## config.mk

```make
export PLATFORM = sky130hd
export DESIGN_NAME = ps2_rx_buffered
export DESIGN_NICKNAME = d
export VERILOG_FILES = /design/src/rtl/ps2_rx_buffered_pkg.sv /design/src/rtl/ps2_rx_fifo.sv /design/src/rtl/ps2_rx_buffered.sv
export SDC_FILE = /design/constraint.sdc
export NUM_CORES = 1
export LEC_CHECK = 0
export ABC_AREA = 1
export CAP_MARGIN = 10
export CORE_ASPECT_RATIO = 0.5
export CORE_MARGIN = 2
export CORE_UTILIZATION = 30
export CTS_CLUSTER_DIAMETER = 60
export DETAILED_ROUTE_END_ITERATION = 16
export GPL_ROUTABILITY_DRIVEN = 0
export PLACE_DENSITY = 0.57
export SYNTH_ARGS = -nofsm -noshare
export SYNTH_HDL_FRONTEND = slang
export SYNTH_SLANG_ARGS = --single-unit
```

## constraint.sdc

```tcl
create_clock -name clk -period 2.9 [get_ports clk]
set_input_delay 0.58 -clock clk [delete_from_list [all_inputs] [get_ports clk]]
set_output_delay 0.58 -clock clk [all_outputs]
set_load 0.02 [all_outputs]
```

## src/rtl/ps2_rx_buffered_pkg.sv

```systemverilog
// Shared constants for the buffered PS/2 receiver: FSM state encodings,
// PS/2 frame length and the parity sense used on the wire.
package ps2_rx_buffered_pkg;

    localparam logic [1:0] ST_IDLE   = 2'd0;
    localparam logic [1:0] ST_DATA   = 2'd1;
    localparam logic [1:0] ST_PARITY = 2'd2;
    localparam logic [1:0] ST_STOP   = 2'd3;

    localparam int PS2_FRAME_BITS = 11;

    // XOR of payload and parity bit must equal this for a good frame.
    localparam logic ODD_PARITY = 1'b1;

endpackage

```

## src/rtl/ps2_rx_fifo.sv

```systemverilog
// Generic synchronous first-word-fall-through FIFO with occupancy count.
// The head entry is presented on dout whenever the FIFO is not empty.
module ps2_rx_fifo #(
    parameter int WIDTH = 9,
    parameter int AW    = 2
) (
    input  logic             clk,
    input  logic             reset,
    input  logic             wr_en,
    input  logic [WIDTH-1:0] din,
    input  logic             rd_en,
    output logic [WIDTH-1:0] dout,
    output logic             empty,
    output logic             full,
    output logic [AW:0]      count
);

    localparam logic [AW:0] DEPTH = {1'b1, {AW{1'b0}}};

    logic [WIDTH-1:0] mem [2**AW];
    logic [AW:0]      wr_ptr;
    logic [AW:0]      rd_ptr;
    logic             rd_fire;
    logic             wr_fire;

    assign count   = wr_ptr - rd_ptr;
    assign full    = (count == DEPTH);
    assign empty   = (count == '0);
    // A pop frees a slot in the same cycle, so a full FIFO still accepts push+pop.
    assign rd_fire = rd_en && !empty;
    assign wr_fire = wr_en && (!full || rd_fire);
    assign dout    = empty ? '0 : mem[rd_ptr[AW-1:0]];

    always_ff @(posedge clk) begin
        if (!reset) begin
            wr_ptr <= '0;
            rd_ptr <= '0;
        end else begin
            if (wr_fire) wr_ptr <= wr_ptr + 1'b1;
            if (rd_fire) rd_ptr <= rd_ptr + 1'b1;
        end
    end

    always_ff @(posedge clk) begin
        if (wr_fire) mem[wr_ptr[AW-1:0]] <= din;
    end

endmodule

```

## src/rtl/ps2_rx_buffered.sv

```systemverilog
// PS/2 device-to-host receiver: pin synchronisers, clock deglitch filter,
// frame deserialiser with parity/stop/timeout checks, and an output FIFO.
module ps2_rx_buffered
    import ps2_rx_buffered_pkg::*;
#(
    parameter int DATA_BITS      = 8,
    parameter int FILTER_LEN     = 8,
    parameter int TIMEOUT_CYCLES = 20000,
    parameter int FIFO_AW        = 2
) (
    input  logic                 clk,
    input  logic                 reset,
    input  logic                 ps2d,
    input  logic                 ps2c,
    input  logic                 rx_en,
    input  logic                 rd_en,
    input  logic                 clr_overflow,
    output logic [DATA_BITS-1:0] dout,
    output logic                 dout_perr,
    output logic                 empty,
    output logic                 full,
    output logic [FIFO_AW:0]     count,
    output logic                 rx_done_tick,
    output logic                 frame_err,
    output logic                 overflow,
    output logic                 busy
);

    localparam int FC_W = $clog2(FILTER_LEN);
    localparam int TO_W = $clog2(TIMEOUT_CYCLES);
    localparam int BC_W = $clog2(DATA_BITS + 1);

    function automatic logic parity_err(input logic [DATA_BITS-1:0] d, input logic p);
        return (^{d, p}) != ODD_PARITY;
    endfunction

    logic                 ps2c_p0, ps2c_p1, ps2d_p0, ps2d_p1;
    logic                 filt_clk;
    logic [FC_W-1:0]      filt_cnt;
    logic                 fall_tick_p2;
    logic [1:0]           state;
    logic [BC_W-1:0]      bit_cnt;
    logic [TO_W-1:0]      to_cnt;
    logic [DATA_BITS-1:0] shreg;
    logic                 par_bit;
    logic                 push_p3;
    logic [DATA_BITS:0]   fifo_dout;

    // Stage p0/p1: synchronisers; p2: filtered clock and falling-edge tick
    always_ff @(posedge clk) begin
        if (!reset) begin
            ps2c_p0      <= 1'b1;
            ps2c_p1      <= 1'b1;
            ps2d_p0      <= 1'b1;
            ps2d_p1      <= 1'b1;
            filt_clk     <= 1'b1;
            filt_cnt     <= '0;
            fall_tick_p2 <= 1'b0;
        end else begin
            ps2c_p0      <= ps2c;
            ps2c_p1      <= ps2c_p0;
            ps2d_p0      <= ps2d;
            ps2d_p1      <= ps2d_p0;
            fall_tick_p2 <= 1'b0;
            if (ps2c_p1 == filt_clk) begin
                filt_cnt <= '0;
            end else if (filt_cnt == FC_W'(FILTER_LEN - 1)) begin
                filt_clk     <= ps2c_p1;
                filt_cnt     <= '0;
                fall_tick_p2 <= filt_clk;
            end else begin
                filt_cnt <= filt_cnt + 1'b1;
            end
        end
    end

    // Stage p3: frame FSM, timeout and completion pulses
    always_ff @(posedge clk) begin
        if (!reset) begin
            state        <= ST_IDLE;
            bit_cnt      <= '0;
            to_cnt       <= '0;
            rx_done_tick <= 1'b0;
            frame_err    <= 1'b0;
            push_p3      <= 1'b0;
        end else begin
            rx_done_tick <= 1'b0;
            frame_err    <= 1'b0;
            push_p3      <= 1'b0;
            to_cnt       <= (state == ST_IDLE || fall_tick_p2) ? '0 : to_cnt + 1'b1;
            case (state)
                ST_IDLE: begin
                    if (fall_tick_p2 && rx_en && !ps2d_p1) begin
                        state   <= ST_DATA;
                        bit_cnt <= '0;
                    end
                end
                ST_DATA: begin
                    if (fall_tick_p2) begin
                        bit_cnt <= bit_cnt + 1'b1;
                        if (bit_cnt == BC_W'(DATA_BITS - 1)) state <= ST_PARITY;
                    end
                end
                ST_PARITY: begin
                    if (fall_tick_p2) state <= ST_STOP;
                end
                default: begin
                    if (fall_tick_p2) begin
                        state        <= ST_IDLE;
                        push_p3      <= ps2d_p1;
                        rx_done_tick <= ps2d_p1;
                        frame_err    <= !ps2d_p1;
                    end
                end
            endcase
            if (state != ST_IDLE && !fall_tick_p2 && to_cnt == TO_W'(TIMEOUT_CYCLES - 1)) begin
                state     <= ST_IDLE;
                frame_err <= 1'b1;
            end
        end
    end

    // Payload and parity capture; shreg holds until the next start bit, so the push reads it directly.
    always_ff @(posedge clk) begin
        if (fall_tick_p2 && state == ST_DATA) shreg <= {ps2d_p1, shreg[DATA_BITS-1:1]};
        if (fall_tick_p2 && state == ST_PARITY) par_bit <= ps2d_p1;
    end

    always_ff @(posedge clk) begin
        if (!reset)
            overflow <= 1'b0;
        else if (push_p3 && full && !rd_en)
            overflow <= 1'b1;
        else if (clr_overflow)
            overflow <= 1'b0;
    end

    ps2_rx_fifo #(
        .WIDTH (DATA_BITS + 1),
        .AW    (FIFO_AW)
    ) u_fifo (
        .clk   (clk),
        .reset (reset),
        .wr_en (push_p3),
        .din   ({parity_err(shreg, par_bit), shreg}),
        .rd_en (rd_en),
        .dout  (fifo_dout),
        .empty (empty),
        .full  (full),
        .count (count)
    );

    assign dout      = fifo_dout[DATA_BITS-1:0];
    assign dout_perr = fifo_dout[DATA_BITS];
    assign busy      = (state != ST_IDLE);

endmodule

```

Yosys cells after proc, flatten, opt, wreduce, memory -nomap -nowiden
Memories as Yosys holds them, arrays and structs flattened. A register that Yosys moved wholly into a read port is not among the register bits.
Index checks and enable logic that the tools add are counted.

storage, ports and cells
  bits in registers = 48
  memory bits (writable) = 36
  output and inout bits = 18
  memories kept = 1

memories
  memory      words  width  rd ports  clocked after Yosys merged registers in  write ports  line               source
  u_fifo.mem  4      9      1         1                                        1            ps2_rx_fifo.sv:20  logic [WIDTH-1:0] mem [2**AW];

operators by class
  add/subtract/negate cells = 6
  equal/unequal tests = 11
  muxes and demuxes = 19
  bitwise logic cells = 5
  reduce and logical (&&, ||, !) cells = 33

operators with widths
  cell                                                              number
  15-bit by 1-bit adder with 15-bit output (second input constant)  1
  15-bit == test (second input constant)                            1
  2-bit 2-to-1 mux                                                  7
  1-bit logical AND                                                 10
  3-bit by 1-bit adder with 3-bit output (second input constant)    3
  9-bit 2-to-1 mux                                                  1
  3-bit OR reduction                                                3
  9-bit XOR reduction                                               1
  4-bit 2-to-1 mux                                                  2
  4-bit one-hot mux with 2 select lines                             1
  2-bit nonzero test                                                4
  1-bit 2-to-1 mux                                                  7
  3-bit == test (second input constant)                             2
  2-bit inequality test (second input constant)                     3
  2-bit one-hot mux with 3 select lines                             1
  1-bit zero test                                                   5
  1-bit NOT                                                         5
  5-bit AND reduction                                               1
  5-bit OR reduction                                                1
  4-bit by 1-bit adder with 4-bit output (second input constant)    1
  4-bit by 3-bit == test with 1-bit output (second input constant)  1
  2-bit OR reduction                                                2
  3-bit zero test                                                   1
  3-bit AND reduction                                               1
  other kinds (8)                                                   9

Depth between registers and ports, before layout
Gate-level depths: netlist of the first run.

  depth in word-level cells = 8
  depth in mapped cells = 11

Hierarchy
Synthesis of the first run repeated with hierarchy kept, for this count alone.

unflattened totals
  cells, all modules = 420
  area, all modules = 3,900.0 um^2

by module, submodules not included
  module           times used  cells an instance  area each (um^2)  sequential area each (um^2)
  ps2_rx_fifo      1           180                1,969.4           1,241.2
  ps2_rx_buffered  1           240                1,930.6           930.9

Worst setup path before layout of the first run
Ideal clock, no wire load.

  path kind = reg2out
  start = register u_fifo.wr_ptr[0]
  end = output dout[0]
  arrival time = 1.712 ns
  data required time = 2.320 ns
  setup slack = 0.608 ns
  cell stages (with the launch flop) = 10
  buffers on the path = 1
  path through = dfxtp_1 -> inv_1 -> ha_1 -> fa_1 -> nand2_1 -> inv_1 -> nand3_2 -> buf_2 -> nand2_1 -> inv_1

on the way
  cells in the longest elaborated chain, start to end = 3

ends and longest elaborated chain
  element                 line                   source
  from (decl)             ps2_rx_fifo.sv:21      logic [AW:0] wr_ptr;
  from (signal assigned)  ps2_rx_fifo.sv:39      if (wr_fire) wr_ptr <= wr_ptr + 1'b1;
  3-bit subtractor        ps2_rx_fifo.sv:26      assign count = wr_ptr - rd_ptr;
  3-bit zero test         ps2_rx_fifo.sv:28      assign empty = (count == '0);
  9-bit 2-to-1 mux        ps2_rx_fifo.sv:32      assign dout = empty ? '0 : mem[rd_ptr[AW-1:0]];
  to (decl)               ps2_rx_buffered.sv:18  output logic [DATA_BITS-1:0] dout,

No other way between the ends.

Worst setup path in the final report of the first run
  start = register u_fifo.wr_ptr[0]
  end = output dout[5]

The elaborated chain is that of the path after synthesis.

==> out/qor.txt, run 1 <==
Syn. warnings = 0
Largest delay share family, worst path = adder cells
Worst-path clk slew = 60 ps
worst slack, placed = 27.17 ps
unrepaired setup endpoints after global routing = no
top-area cell type share of the netlist area = 0.3550
Starting Density = 0.3040
top cells by count, synth = nor2_1 (61), inv_1 (56), nand2_1 (55)
critical path required time = 2320 ps
final hold violation count = 0
Post-Route WL = 7320 µm
P&R area growth vs syn = 21.56%
Die X = 163.3 µm
Pins Over Slew Limit = 0
crit path cell chain = inv_1 > ha_1 > fa_1 > nand2_1 > inv_2 > nand3_4 > nand2_1 > inv_1 > clkdlybuf4s15_1
layout cell share with drive strength beyond 1 = 0.1374
routed vias = 2,652
CP Launch Type = flop
CP Capture Type = output port
Max-slew headroom = 0.6096
Rows = 29
worst slew pin tran = 584.8 ps
CTS Hold Bufs = 0
pin count of the biggest net entering global routing = 20
All-Layer GR Usage = 0.1154
Synth Cell Area = 0.003806 mm²
vias per cell = 4.319
reg2reg setup slack = 600 ps
worst hold path type = reg -> reg
# H-tree levels = 3
outcome = finished, final reports clean
CTS tree = done
Clock Sinks = 86
Top FF cell, synth = edfxtp_1
most numerous cell in the Yosys netlist = nor2_1
max cap viols = 0
post-synthesis sequential area ratio = 0.5707
leading area contributor after synthesis = edfxtp_1
die area = 0.01366 mm²
net count after synthesis = 420
peak supply drop = 0.2611 mV
initial antenna violation count = 0
EDFF count, synth = 45
maximum buffer depth of the clock tree = 2
Core ar. = 0.01252 mm²
# IOs = 25
post-route antenna net violation count = 0
Initial DRT Pass Iterations = 4
Leak = 1.818 nW
Final min period = 2768 ps
asr flop ratio synth = 0
Final nets = 461
post-synthesis register bit count = 86
top cells by area, synth = edfxtp_1 (36%), dfxtp_1 (22%), nor2_1 (6.0%)
Clock Latency Late Sink = 340 ps
drt drc = 0
DRT iter0 DRCs = 165
gr ovfl total = 0
CP max stage delay = 500 ps
Final period util = 0.9543
setup TNS = 0 ps
Setup violations, final = 0
Netlist cell types = 37
crit path kind = reg -> out
syn_area_per_cell = 9.563 µm²
die height = 83.65 µm
Root Buffer = clkbuf_16
Detail Placement HPWL = 4755 µm
Inserted Diodes = 0
post-DR wirelength/cell = 11.92 µm
final worst slack = 132.4 ps
critical path arrival = 2190 ps
vias in the first global route = 2,466
CP max FO = 5
Pwr Density = 623.1 mW/mm²
Clock Skews = 6.766 ps
Syn Inst Count = 398
Max Freq = 361.3 MHz
CP bufs+invs = 4
first-pass GRT wire length = 12,100 µm
CTS Buf Count = 9
Port Buf Inserts = 24
Worst path slowest cell = fa_1
-- cell type report --
cell class,count,area [µm²]
multi-input cells,244,1383
well taps,170,212.7
fillers,1251,7891
clock buffers,10,229.0
inverters,61,229.0
clock inverters,6,93.84
flip-flops and latches,86,2172
repair buffers,37,307.8
-- cells by family after synthesis --
group | Yosys count | share of synthesized area
simple gates | 167 | 0.2022
xor+xnor | 10 | 0.02301
compound gates | 51 | 0.07890
fa+ha+maj | 15 | 0.05128
buf+inv | 69 | 0.07396
flops | 86 | 0.5707
-- worst paths after layout --
check | start | endpoint | cells after the start
hold / removal | ps2c_p0 | ps2c_p1 | 1
setup / recovery | u_fifo.wr_ptr[0] | dout[5] | 9
hold reg to reg | ps2c_p0 | ps2c_p1 | 1
setup reg to reg | u_fifo.wr_ptr[0] | u_fifo.mem[3][7] | 11
-- stage by stage --
stage,cell area (µm²),hold slack [ps],total power [mW],cells,util
floorplan,3806,392.5,1.600,398,-
global placement,4267,399.6,1.690,592,0.3408
detailed placement,4267,403.7,1.688,592,0.3408
CTS,4607,418.1,2.919,610,0.3680
global route,4627,441.9,3.030,614,0.3696
finish,4627,415.8,2.883,614,0.3696
-- flip-flops by register name, summed over array words and instances, names as in the netlist, named ones only --
signal and count:
overflow 1, frame_err 1, ps2c_p0 1, ps2d_p0 1
filt_clk 1, ps2d_p1 1, u_fifo.wr_ptr 3, shreg 8
bit_cnt 4, ps2c_p1 1, push_p3 1, to_cnt 15
u_fifo.rd_ptr 3, filt_cnt 3, par_bit 1, state 2
u_fifo.mem 36, fall_tick_p2 1
-- report_power, final --
| part | switching, mW | internal [mW] |
|---|---|---|
| registers | 0.0176 | 1.29 |
| clock network | 0.464 | 0.760 |
| logic | 0.230 | 0.118 |
| total | 0.712 | 2.17 |
-- repair_timing --
item,in CTS,in global routing
setup endpoints to repair,11,10
buffers inserted,1,4
resized for setup,15,18
hold endpoints to repair,0,0
pin swaps,1,0
gates cloned,1,0
-- worst register-to-register path, stage by stage (launching register included) --
cell and delay, ps:
dfxtp_1 320, inv_1 70, ha_1 190, fa_1 450
nand2_1 120, inv_2 90, buf_4 140, buf_4 130
nand3_4 100, nand2_4 80, nor2_1 100, buf_4 210
-- routing by layer --
layer,wire length [µm],global-route usage,vias up
met5,0,0,-
met4,49,0.04344,0
met3,225,0.03428,5
met2,3415,0.1837,32
met1,3630,0.1484,1219
li1,-,-,1396
-- cells in the final DEF, fill, tap and decap left out, drive strengths merged --
master	count
dlygate4sd2	3
a211oi	1
clkinv	2
o21ai	18
o21a	1
nand4	6
xnor2	4
o32ai	9
nor3	9
o211ai	1
ha	14
dfxtp	41
clkdlybuf4s15	3
xor2	6
fa	1
edfxtp	45
clkdlybuf4s50	12
nand3	19
nand3b	3
nor4	1
or2	6
inv	62
a21oi	21
clkinvlp	1
nor2	62
nand2	60
nor3b	2
buf	13
clkbuf	16
bufinv	2
Note: power is estimated with default switching activity, not from simulation.
==> run 2, diff against run 1 <==
Settings changed: CORE_MARGIN 2 to not set.
==> run 2 against run 1 <==
Register-to-register slack improved by 140 ps. Sequential share of layout area rose by 0.45 points. Global-route usage rose by 0.19 points. Non-clock buffer count fell by 2. Core utilization rose by 0.96 points. Cell count fell by 1.1%. Clock power fell by 5%. Wire length fell by 3.9%. Hold slack got worse by 1.7 ps. Count of clock-buffer cells in the layout fell by 1.
==> out/qor.txt, run 2 (synthesis results as in run 1) <==
outcome = finished, final reports clean
design area = 0.004583 mm²
CP bufs+invs = 5
Hold Startpoint = ps2c_p0
final worst slack = 142.5 ps
Pwr Density = 616.0 mW/mm²
critical path arrival = 2180 ps
Pins Over Slew Limit = 0
Inserted Diodes = 0
CTS Hold Bufs = 0
Initial DRT Pass Iterations = 5
most frequent cells in the layout = nor2_1 (61), nand2_1 (55), inv_1 (54), edfxtp_1 (45), dfxtp_1 (41)
Worst path slowest cell = fa_1
Final period util = 0.9509
CP Capture Type = output port
crit path kind = reg -> out
vias per cell = 4.318
met3 wire length = 232 µm
setup TNS = 0 ps
max cap viols = 0
Leak = 1.812 nW
vias in the first global route = 2,338
Root Buffer = clkbuf_16
# H-tree levels = 3
critical path required time = 2320 ps
Rows = 28
Max-slew headroom = 0.6254
most common cell after layout, fill and taps aside = nor2_1
DRT iter0 DRCs = 153
placed insts = 587
final hold violation count = 0
Largest delay share family, worst path = adder cells
die height = 81.65 µm
drt drc = 0
worst hold stages = 1
Clock Latency Late Sink = 340 ps
worst hold path type = reg -> reg
layout cell share with drive strength beyond 1 = 0.1335
Core ar. = 0.01209 mm²
worst slack, placed = 43.46 ps
worst slew pin tran = 561.1 ps
Setup violations, final = 0
initial antenna violation count = 0
CP max FO = 6
WHS Endpoint = ps2c_p1
Max Freq = 362.6 MHz
Top Layer Used = met4
CTS Buf Count = 9
metal2 WL = 3029 µm
WHS = 414.1 ps
die area = 0.01317 mm²
RR Startpoint = u_fifo.wr_ptr[0]
placed instance area = 0.004260 mm²
# IOs = 25
Layout Utilization = 0.3792
first-pass GRT wire length = 11,710 µm
Worst-path clk slew = 60 ps
pin count of the biggest net entering global routing = 19
CP Launch Type = flop
peak supply drop = 0.2649 mV
CP max stage delay = 500 ps
post-route antenna net violation count = 0
Detail Placement HPWL = 4824 µm
unrepaired setup endpoints after global routing = no
crit path cell chain = inv_2 > ha_1 > fa_1 > nand2_1 > inv_2 > nand3_4 > buf_4 > nand2_1 > inv_1 > buf_2
R2R depth = 10
All-Layer GR Usage = 0.1173
Final min period = 2757 ps
fillers = 1,203
CTS tree = done
max reg flops = 36
maximum buffer depth of the clock tree = 2
Layout Cells excl Fill = 607
Port Buf Inserts = 24
routed vias = 2,621
Final nets = 459
wire length on met1 = 3687 µm
Post-Route WL = 7035 µm
Clock Skews = 9.271 ps
P&R area growth vs syn = 20.41%
post-DR wirelength/cell = 11.59 µm
gr ovfl total = 0
Die X = 161.3 µm
total power = 2.823 mW
Clock Sinks = 86
reg2reg setup slack = 740 ps
Starting Density = 0.3149
FF-to-FF End = u_fifo.mem[0][8]
-- run 2: area by class of cell --
class	instances	area (µm²)	area share
Timing Repair Buffer	35	292.8	0.06388
Clock inverter	7	80.08	0.01747
Sequential cell	86	2172	0.4739
Multi-Input combinational cell	244	1378	0.3006
Inverter	61	229.0	0.04996
Clock buffer	9	225.2	0.04914
Tap cell	165	206.4	0.04505
-- run 2: repair_timing --
action | in CTS | in global routing
pin swaps | 1 | 0
endpoints found under the setup margin | 11 | 10
resized for setup | 14 | 18
cloned | 1 | 0
buffers inserted | 1 | 2
-- run 2: report_power, final --
part	total (mW)	internal, mW	switching (mW)
clock network	1.16	0.677	0.487
logic	0.348	0.117	0.231
registers	1.31	1.29	0.0189
-- run 2: how the worst max path moves through the flow --
stage,startpoint,endpoint,slack (ps),cells after the start
6_report,u_fifo.wr_ptr[0],dout[7],140,10
4_1_cts,u_fifo.wr_ptr[0],count[2],20,7
2_1_floorplan,u_fifo.wr_ptr[0],dout[0],610,9
3_5_place_dp,u_fifo.wr_ptr[0],dout[4],40,9
5_1_grt,u_fifo.wr_ptr[0],dout[7],8,10
3_3_place_gp,u_fifo.wr_ptr[0],dout[2],100,9
-- run 2: routing by layer --
| metal | vias up | track usage |
|---|---|---|
| li1 | 1393 | - |
| met1 | 1189 | 0.1528 |
| met2 | 30 | 0.1841 |
| met3 | 9 | 0.03788 |
| met4 | 0 | 0.04245 |
| met5 | - | 0 |
-- run 2: worst reg2reg max path: stages (launching register included) --
cell	delay, ps
dfxtp_1	340
inv_2	50
ha_1	180
fa_1	450
nand2_1	120
inv_2	80
buf_4	150
nand3_4	100
nand2_4	80
nor2_1	150
buf_4	180
